==> src/rtl/ci_dispatch_pkg.sv <==
// Shared types and constants for the custom-instruction dispatch stage.
// Used by ci_dispatch and ci_watchdog. The watchdog is built only when the
// CI_TIMEOUT_EN macro is defined.
package ci_dispatch_pkg;

    // Width of the CPU operands and of every slot result.
    localparam int RESULT_W = 32;

    // Value returned to the CPU when the addressed slot never answers.
    localparam logic [RESULT_W-1:0] CI_TIMEOUT_RESULT = 32'hFFFF_FFFF;

    // Dispatch controller states.
    typedef enum logic [1:0] {
        IDLE  = 2'd0,
        ISSUE = 2'd1,
        WAIT  = 2'd2,
        RESP  = 2'd3
    } ci_state_e;

    // Slot offset of a custom-instruction number. The subtraction is 8-bit
    // unsigned, so values below the base wrap to large offsets. The caller
    // rejects those by also requiring ci >= base.
    function automatic logic [7:0] ci_slot_offset(input logic [7:0] ci,
                                                  input logic [7:0] base);
        return ci - base;
    endfunction

endpackage

==> src/rtl/ci_watchdog.sv <==
// Watchdog counter for the dispatch stage's WAIT state.
// This block is instantiated only when CI_TIMEOUT_EN is defined.
// clear resets the count. inc advances it by one. expired is high while
// the count equals TIMEOUT-1, and the counter holds there instead of
// wrapping.
module ci_watchdog
    import ci_dispatch_pkg::*;
#(
    parameter int unsigned TIMEOUT = 1024
) (
    input  logic clock,
    input  logic reset,
    input  logic clear,
    input  logic inc,
    output logic expired
);

    localparam int unsigned    CNT_W = $clog2(TIMEOUT);
    localparam logic [CNT_W-1:0] LAST = CNT_W'(TIMEOUT - 1);

    logic [CNT_W-1:0] count;

    // Count WAIT cycles. The count is cleared on ISSUE and saturates at the
    // expiry value.
    always_ff @(posedge clock) begin
        if (reset || clear) begin
            count <= '0;
        end else if (inc && !expired) begin
            count <= count + 1'b1;
        end
    end

    assign expired = (count == LAST);

endmodule

==> src/rtl/ci_dispatch.sv <==
// Custom-instruction dispatch stage.
// The block decodes ciN, latches the CPU operands, and pulses slotStart for
// the addressed slot. It then waits for that slot's slotDone and returns the
// slot result to the CPU as a one-cycle done/result pulse. An unmapped ciN
// gets a zero response after one cycle.
// Optional feature: define CI_TIMEOUT_EN to enable the WAIT watchdog
// (ci_watchdog). When the watchdog expires, the block answers 32'hFFFF_FFFF
// and sets the sticky timeoutFlag.
module ci_dispatch
    import ci_dispatch_pkg::*;
#(
    parameter int unsigned NUM_SLOTS = 4,
    parameter logic [7:0]  BASE_ID   = 8'h00,
    parameter int unsigned TIMEOUT   = 1024
) (
    input  logic                          clock,
    input  logic                          reset,
    input  logic                          start,
    input  logic [7:0]                    ciN,
    input  logic [RESULT_W-1:0]           valueA,
    input  logic [RESULT_W-1:0]           valueB,
    output logic                          done,
    output logic [RESULT_W-1:0]           result,
    output logic                          busy,
    output logic                          timeoutFlag,
    output logic [NUM_SLOTS-1:0]          slotStart,
    output logic [RESULT_W-1:0]           slotValueA,
    output logic [RESULT_W-1:0]           slotValueB,
    input  logic [NUM_SLOTS-1:0]          slotDone,
    input  logic [RESULT_W*NUM_SLOTS-1:0] slotResult
);

    // Parameter legality checks, evaluated at elaboration.
    if (NUM_SLOTS < 1 || NUM_SLOTS > 16) begin : g_bad_num_slots
        $error("ci_dispatch: NUM_SLOTS must be in 1..16");
    end
    if (TIMEOUT < 2) begin : g_bad_timeout
        $error("ci_dispatch: TIMEOUT must be at least 2");
    end

    // Number of slots as a 9-bit value, for comparison against the 8-bit offset.
    localparam logic [8:0] SLOT_LIMIT = 9'(NUM_SLOTS);

    ci_state_e             state;
    logic [NUM_SLOTS-1:0]  slot_sel;      // one-hot of the slot owning the transaction

    logic [7:0]            ci_offset;
    logic                  ci_mapped;
    logic [NUM_SLOTS-1:0]  ci_onehot;

    logic                  sel_done;
    logic [RESULT_W-1:0]   sel_result;

    // Decode the incoming instruction number into a mapped flag and a
    // one-hot slot select.
    always_comb begin
        // NOTE: every output of this block gets a default before any
        // condition, so no path leaves a value held and no latch is inferred.
        ci_offset = ci_slot_offset(ciN, BASE_ID);
        ci_mapped = (ciN >= BASE_ID) && ({1'b0, ci_offset} < SLOT_LIMIT);
        ci_onehot = '0;
        for (int i = 0; i < int'(NUM_SLOTS); i++) begin
            if (ci_mapped && (ci_offset == 8'(i))) begin
                ci_onehot[i] = 1'b1;
            end
        end
    end

    // Pick the completion and result of the slot that owns the transaction.
    // Strobes from the other slots are masked off here.
    always_comb begin
        sel_done   = |(slotDone & slot_sel);
        sel_result = '0;
        for (int i = 0; i < int'(NUM_SLOTS); i++) begin
            if (slot_sel[i]) begin
                sel_result = slotResult[RESULT_W*i +: RESULT_W];
            end
        end
    end

`ifdef CI_TIMEOUT_EN
    logic wd_expired;

    ci_watchdog #(
        .TIMEOUT (TIMEOUT)
    ) u_watchdog (
        .clock   (clock),
        .reset   (reset),
        .clear   (state == ISSUE),
        .inc     ((state == WAIT) && !sel_done),
        .expired (wd_expired)
    );
`else
    assign timeoutFlag = 1'b0;
`endif

    // Dispatch controller. All CPU-facing and slot-facing outputs are
    // registered here.
    always_ff @(posedge clock) begin
        // NOTE: all state is updated with non-blocking assignments, so every
        // branch below sees the values from before this clock edge.
        if (reset) begin
            state      <= IDLE;
            done       <= 1'b0;
            result     <= '0;
            busy       <= 1'b0;
            slotStart  <= '0;
            slotValueA <= '0;
            slotValueB <= '0;
            slot_sel   <= '0;
`ifdef CI_TIMEOUT_EN
            timeoutFlag <= 1'b0;
`endif
        end else begin
            // Pulses last one cycle. result is forced to zero whenever
            // done is low.
            done      <= 1'b0;
            result    <= '0;
            slotStart <= '0;

            case (state)
                IDLE: begin
                    if (start) begin
                        slotValueA <= valueA;
                        slotValueB <= valueB;
                        slot_sel   <= ci_onehot;
                        busy       <= 1'b1;
                        if (ci_mapped) begin
                            state     <= ISSUE;
                            slotStart <= ci_onehot;
                        end else begin
                            // No slot owns this number; answer zero right away.
                            state <= RESP;
                            done  <= 1'b1;
                        end
                    end
                end

                ISSUE: begin
                    if (sel_done) begin
                        state  <= RESP;
                        done   <= 1'b1;
                        result <= sel_result;
                    end else begin
                        state <= WAIT;
                    end
                end

                WAIT: begin
                    // A real answer takes priority over watchdog expiry in the same cycle.
                    if (sel_done) begin
                        state  <= RESP;
                        done   <= 1'b1;
                        result <= sel_result;
                    end
`ifdef CI_TIMEOUT_EN
                    else if (wd_expired) begin
                        state       <= RESP;
                        done        <= 1'b1;
                        result      <= CI_TIMEOUT_RESULT;
                        timeoutFlag <= 1'b1;
                    end
`endif
                end

                RESP: begin
                    state <= IDLE;
                    busy  <= 1'b0;
                end

                default: begin
                    state <= IDLE;
                    busy  <= 1'b0;
                end
            endcase
        end
    end

endmodule

==> config.mk <==
export PLATFORM = sky130hd
export DESIGN_NAME = ci_dispatch
export DESIGN_NICKNAME = d
export VERILOG_FILES = /design/src/rtl/ci_dispatch_pkg.sv /design/src/rtl/ci_watchdog.sv /design/src/rtl/ci_dispatch.sv
export SDC_FILE = /design/constraint.sdc
export NUM_CORES = 1
export LEC_CHECK = 0
export BUFFER_PORTS_ARGS = -buffer_cell sky130_fd_sc_hd__buf_2
export CORE_AREA = 2 2 119 121
export CTS_CLUSTER_DIAMETER = 40
export DETAILED_ROUTE_END_ITERATION = 10
export DIE_AREA = 0 0 121 123
export PLACE_DENSITY_LB_ADDON = 0.08
export SETUP_SLACK_MARGIN = 0.2
export SLEW_MARGIN = 20
export SYNTH_ARGS = -nofsm -noshare
export SYNTH_HDL_FRONTEND = slang
export SYNTH_SLANG_ARGS = --single-unit
export TNS_END_PERCENT = 30
==> constraint.sdc <==
create_clock -name clock -period 4.5 [get_ports clock]
set_clock_uncertainty 0.15 [all_clocks]
set_input_delay 0.675 -clock clock [delete_from_list [all_inputs] [get_ports clock]]
set_output_delay 0.675 -clock clock [all_outputs]
set_load 0.01 [all_outputs]
==> results of run 1 <==
==> registers in the layout, indices dropped and copies added (netlist names) <==
name	count
slotStart	4
slot_sel	4
state	2
busy	1
slotValueA	32
done	1
slotValueB	32
result	32
==> through the flow <==
stage | instances | utilization [%] | area (um^2) | setup slack (ns) | total power [W]
2_1_floorplan | 564 | - | 4500 | 2.56 | 0.00156
3_3_place_gp | 1010 | 45.0 | 6120 | 2.08 | 0.00182
3_5_place_dp | 1010 | 45.0 | 6120 | 2.06 | 0.00184
4_1_cts | 1025 | 47.3 | 6440 | 2.10 | 0.00269
5_1_grt | 1028 | 47.3 | 6440 | 1.88 | 0.00282
6_report | 1028 | 47.3 | 6440 | 2.12 | 0.00265
==> critical path: stages (launching register included) <==
cell and delay [ns]:
dfxtp_1 0.36, inv_1 0.11, ha_1 0.26, nand2_2 0.62
buf_4 0.43, nor3_1 0.08, a22oi_1 0.16, nor2_1 0.06
==> where the power goes <==
group          leakage [nW]  switching [W]  internal, W
logic                  2.01       0.000420     0.000266
registers             0.880      0.0000560      0.00107
clock network         0.151       0.000354     0.000486
==> kinds of logic after synthesis <==
group	Yosys count
AOI/OAI and AO/OA	175
DFF	108
adders and majority gates	5
buffers and inverters	83
and+or+nand+nor	192
other	1
==> metal layers <==
layer	vias to the layer above	wire [um]	track usage, %
met4	0	395	8.58
met1	2200	5840	21.2
met5	-	0	0
li1	2473	-	-
met3	23	1300	5.03
met2	200	7400	33.1
==> cells in the final DEF, fill, tap and decap left out, types with 3 or more instances in the layout <==
cell type  count
dfxtp_1      106
clkbuf_16      9
a211o_1       33
a21oi_1      102
buf_4          7
nor3_1         3
ha_1           5
a221oi_1      32
buf_2        308
diode_2        3
a22oi_1        3
nor2_1         7
nand2_1      165
inv_1         34
==> worst min path at each step <==
stage / startpoint / endpoint / cells past startpoint
3_3_place_gp: slotValueB[7]$_SDFFE_PP0P_ / slotValueB[7]$_SDFFE_PP0P_ / 2
5_1_grt: slotValueB[11]$_SDFFE_PP0P_ / slotValueB[11]$_SDFFE_PP0P_ / 2
4_1_cts: slotValueA[18]$_SDFFE_PP0P_ / slotValueA[18]$_SDFFE_PP0P_ / 2
6_report: slotValueA[21]$_SDFFE_PP0P_ / slotValueA[21]$_SDFFE_PP0P_ / 2
2_1_floorplan: slotValueA[0]$_SDFFE_PP0P_ / slotValueA[0]$_SDFFE_PP0P_ / 2
3_5_place_dp: slotValueA[18]$_SDFFE_PP0P_ / slotValueA[18]$_SDFFE_PP0P_ / 2
==> final cells by class <==
class	count	area, um^2
clock inverters	6	90.1
clock buffers	9	225
fillers	1386	7170
repair buffers	315	1590
flip-flops and latches	108	2160
inverters	34	128
well taps	180	225
diodes	3	7.51
multi-input cells	373	2010
==> metrics.md, run 1 <==
| Metric | Value |
|---|---|
| Status | `completed` |
| Slew at the pin with the worst max-slew slack | `roughly 0.82 ns` |
| Mapped Area | `4500 um^2` |
| Initial antenna violation count | `3` |
| DR vias | `4896` |
| Drt first-iter violations | `194` |
| HPWL after DPL | `10800 um` |
| # hold bufs at CTS | `0` |
| TNS Setup | `0 ns` |
| Final Net Count | `1053` |
| Syn_area_per_cell | `between 7 and 8 um^2` |
| Syn Nets | `between 700 and 800` |
| Top FF cell, synth | `dfxtp_1` |
| Clock slew at reported path FFs | `approximately 0.070 ns` |
| Post-synthesis mux area share | `0%` |
| GRT Resource Usage Total | `18.8%` |
| Final hold violation count | `0` |
| Synth top area cells | `dfxtp_1 (48%), nand2_1 (14%), a21oi_1 (11%)` |
| Most common cell in the synthesized netlist | `nand2_1` |
| Syn Inst Count | `564` |
| CTS Sinks | `around 110` |
| Die Wd | `around 120 um` |
| Max Cap Violations | `0` |
| Longest Clk Path Bufs | `2` |
| Critical Path End | `slot_sel[0]$_SDFFE_PP0P_` |
| Largest net degree at the start of global routing | `76` |
| Congestion Overflow GR | `0` |
| Final wirelength | `14900 um` |
| Final ANT Viol Nets | `0` |
| Startpoint Class | `register` |
| Post-synth EDFFs | `0` |
| Initial DRT Pass Iterations | `7` |
| Vias in the first global route | `roughly 4500` |
| FFs w/ async S/R, synth | `0%` |
| Synth area leader | `dfxtp_1` |
| Max-slew violations | `0` |
| CTS H-tree depth | `3` |
| Post CTS Setup Buffer Count | `0` |
| Via density | `about 4.8` |
| Fmax | `0.420 GHz` |
| First-pass GRT wire length | `22000 um` |
| Standard-cell rows | `43` |
| WS Path Type | `reg2reg` |
| Layout cells sized above 1 | `40.2%` |
| Xor/xnor share of the synthesized area | `0%` |
| R2R Path Start | `state[0]$_SDFFE_PP0P_` |
| Fin crit period | `2.38 ns` |
| Synth unique cells | `32` |
| Drt wl/cell | `between 10 and 15 um` |
| Final setup fails | `0` |
| Worst Hold Class | `reg2reg` |
| Register area share after synthesis | `48.0%` |
| Clock Latency Late Sink | `0.34 ns` |
| I/O Buffers | `~300` |
| FF-to-FF setup slack | `around 2.1 ns` |
| Post-synthesis sequential element count | `108` |
| Synth Area in Adders | `1.39%` |
| Post-Synth Simple-Gate Area | `17.7%` |
| Leakage | `3.04 nW` |
| Worst-path fanout max | `between 40 and 50` |
| GPL Wtd Cong | `0.779` |
| Post-synth top cells | `nand2_1 (166), dfxtp_1 (108), a21oi_1 (102)` |
| Critical path origin | `state[0]$_SDFFE_PP0P_` |
| Post-cts resize count | `0` |
| Num CTS Buffers | `9` |
| Worst VDD drop | `roughly 380 uV` |
| RSZ-0062 raised after global routing | `no` |
| Main combinational cell family by area after synthesis | `compound AO/OA/AOI/OAI gates` |
| Compound-cell area share of the yosys netlist | `25.3%` |
| CTS tree | `yes` |
| Worst Reg-to-Reg Cells | `7` |
| Core Box Area | `13600 um^2` |
| Setup crit end kind | `register` |
| Reg2reg end | `slot_sel[0]$_SDFFE_PP0P_` |
| Area share of the largest cell type after synthesis | `between 40% and 50%` |
| Final Hold Slack | `0.300 ns` |
| I/O pins | `between 300 and 400` |
| DR DRC count | `0` |
| Layout Area Growth over Synthesis | `43.1%` |
| Pwr/cell area | `411 nW/um^2` |
| CTS root buf | `clkbuf_16` |
| Synth warn | `0` |
| CP required | `4.55 ns` |
| Die area | `approximately 15000 um^2` |
| Relative slew slack | `about 45%` |
| Crit path DAT | `2.43 ns` |
| Die height | `123 um` |
| Starting density of the core | `33.1%` |
| Crit share post-route | `52.9%` |
No activity file was read; power rests on OpenSTA's default activity.
==> inputs of run 2 (changes only) <==
--- a/config.mk
+++ b/config.mk
@@ -6,10 +6,10 @@
 export NUM_CORES = 1
 export LEC_CHECK = 0
 export BUFFER_PORTS_ARGS = -buffer_cell sky130_fd_sc_hd__buf_2
-export CORE_AREA = 2 2 119 121
+export CORE_AREA = 2 2 121 123
 export CTS_CLUSTER_DIAMETER = 40
 export DETAILED_ROUTE_END_ITERATION = 10
-export DIE_AREA = 0 0 121 123
+export DIE_AREA = 0 0 123 125
 export PLACE_DENSITY_LB_ADDON = 0.08
 export SETUP_SLACK_MARGIN = 0.2
 export SLEW_MARGIN = 20
==> constraint.sdc (replaced) <==
create_clock -name clock -period 2 [get_ports clock]
set_clock_uncertainty 0.15 [all_clocks]
set_input_delay 0.3 -clock clock [delete_from_list [all_inputs] [get_ports clock]]
set_output_delay 0.3 -clock clock [all_outputs]
set_load 0.01 [all_outputs]
==> run 2 against run 1 <==
Against the previous run: total power is 120% higher; sequential share of layout area down 0.31 points; die area rose by 3.3%; combinational power rose by 140%; core utilization down 1.5 points; global-route usage about the same; fmax increased by 43%; final area up 0.93%.
==> metrics.md, run 2 (same netlist as run 1, synthesis figures left out) <==
| Metric | Value |
|---|---|
| Final hold violation count | `0` |
| HPWL after DPL | `11400 um` |
| Die area | `15400 um^2` |
| Slew at the pin with the worst max-slew slack | `0.635 ns` |
| Clock Latency Late Sink | `0.35 ns` |
| CTS tree | `yes` |
| Pwr/cell area | `roughly 900 nW/um^2` |
| Standard-cell rows | `44` |
| Layout Area Growth over Synthesis | `44.4%` |
| I/O pins | `310` |
| Leakage | `roughly 3.1 nW` |
| DR vias | `around 5000` |
| Clock slew at reported path FFs | `0.08 ns` |
| Drt wl/cell | `14.6 um` |
| CTS Sinks | `108` |
| Final ANT Viol Nets | `0` |
| Commonest non-fill, non-tap cell in the layout | `buf_2` |
| FF-to-FF setup slack | `about 0.33 ns` |
| Max-slew violations | `0` |
| TNS Setup | `0 ns` |
| Worst Reg-to-Reg Cells | `6` |
| Final Net Count | `about 1100` |
| Final wirelength | `15200 um` |
| CTS root buf | `clkbuf_16` |
| Post CTS Setup Buffer Count | `0` |
| Startpoint Class | `register` |
| R2R Path Start | `state[0]$_SDFFE_PP0P_` |
| Vias in the first global route | `4821` |
| GPL Wtd Cong | `0.754` |
| Die Wd | `123 um` |
| I/O Buffers | `308` |
| Largest net degree at the start of global routing | `66` |
| Reg2reg end | `slotValueA[13]$_SDFFE_PP0P_` |
| Fmax | `0.599 GHz` |
| Fin crit period | `1.67 ns` |
| Drt first-iter violations | `145` |
| Initial antenna violation count | `1` |
| Die height | `125 um` |
| Worst-path fanout max | `20` |
| Crit share post-route | `83.5%` |
| Most frequent cells in the layout | `buf_2 (308), nand2_1 (165), dfxtp_1 (106)` |
| Initial DRT Pass Iterations | `4` |
| Relative slew slack | `57.7%` |
| RSZ-0062 raised after global routing | `yes` |
| Congestion Overflow GR | `0` |
| Layout cells sized above 1 | `approximately two fifths` |
| Critical Path End | `slotValueA[13]$_SDFFE_PP0P_` |
| WS Path Type | `reg2reg` |
| Starting density of the core | `31.7%` |
| Status | `completed` |
| CP required | `approximately 2.1 ns` |
| Biggest regs | `result x32, slotValueA x32, slotValueB x32` |
| Core Box Area | `14200 um^2` |
| DR DRC count | `0` |
| Max Cap Violations | `0` |
| Worst VDD drop | `just over 500 uV` |
| Longest Clk Path Bufs | `2` |
| Post-cts resize count | `0` |
| # hold bufs at CTS | `0` |
| Crit path DAT | `1.81 ns` |
| Final Hold Slack | `0.0270 ns` |
| CTS H-tree depth | `3` |
| Final setup fails | `0` |
| Setup crit end kind | `register` |
| GRT Resource Usage Total | `18.8%` |
| Num CTS Buffers | `9` |
| Via density | `4.77` |
| Worst Hold Class | `in2reg` |
| Critical path origin | `state[0]$_SDFFE_PP0P_` |
| First-pass GRT wire length | `between 20000 and 25000 um` |
run 2: changes by cell type in the layout (fill, tap and decap cells not counted), moves of 2 or more:
| cell | change |
|---|---|
| buf_12 | +2 |
| bufinv_16 | -2 |
| buf_4 | +5 |
| diode_2 | -2 |
run 2: critical path, stage by stage (launching register included):
cell	delay, ns
dfxtp_1	0.37
inv_1	0.12
ha_1	0.25
nand2_2	0.21
buf_4	0.29
nand2_1	0.09
a21oi_1	0.13
run 2: metal layers:
layer	wire, um	GRT usage, %
met1	5890	20.3
met5	0	0
met3	1420	6.80
met4	382	7.02
met2	7510	33.2
run 2: worst min-delay path by stage:
stage	slack (ns)	start	end	cells after the start
5_1_grt	0.02	valueA[9]	slotValueA[9]$_SDFFE_PP0P_	3
2_1_floorplan	0.22	ciN[1]	slotStart[1]$_SDFF_PP0_	1
4_1_cts	0.02	valueA[1]	slotValueA[1]$_SDFFE_PP0P_	3
3_3_place_gp	0.29	slotValueB[25]$_SDFFE_PP0P_	slotValueB[25]$_SDFFE_PP0P_	2
6_report	0.03	valueB[23]	slotValueB[23]$_SDFFE_PP0P_	3
3_5_place_dp	0.29	slotValueB[24]$_SDFFE_PP0P_	slotValueB[24]$_SDFFE_PP0P_	2
run 2: where the power goes:
part / internal [W] / switching, W
logic: 0.000662 / 0.000959
clock network: 0.000896 / 0.000836
registers: 0.00240 / 0.000124
run 2: area by class of cell:
cell class / count / area [um^2]
repair buffers: 323 / 1680
inverters: 34 / 128
clock buffers: 11 / 243
diodes: 1 / 2.50
flip-flops and latches: 108 / 2160
clock inverters: 5 / 45.0
well taps: 184 / 230
multi-input cells: 373 / 2010
fillers: 1513 / 7700
run 2: stage by stage:
step           worst slack (ns)  area (um^2)  cells  power [W]  utilization [%]
2_1_floorplan             0.394         4500    564    0.00350                -
3_3_place_gp              0.221         6210   1022    0.00417             43.7
3_5_place_dp              0.210         6210   1022    0.00422             43.7
4_1_cts                   0.263         6500   1038    0.00596             45.8
5_1_grt                   0.170         6500   1038    0.00627             45.8
6_report                  0.330         6500   1039    0.00588             45.8
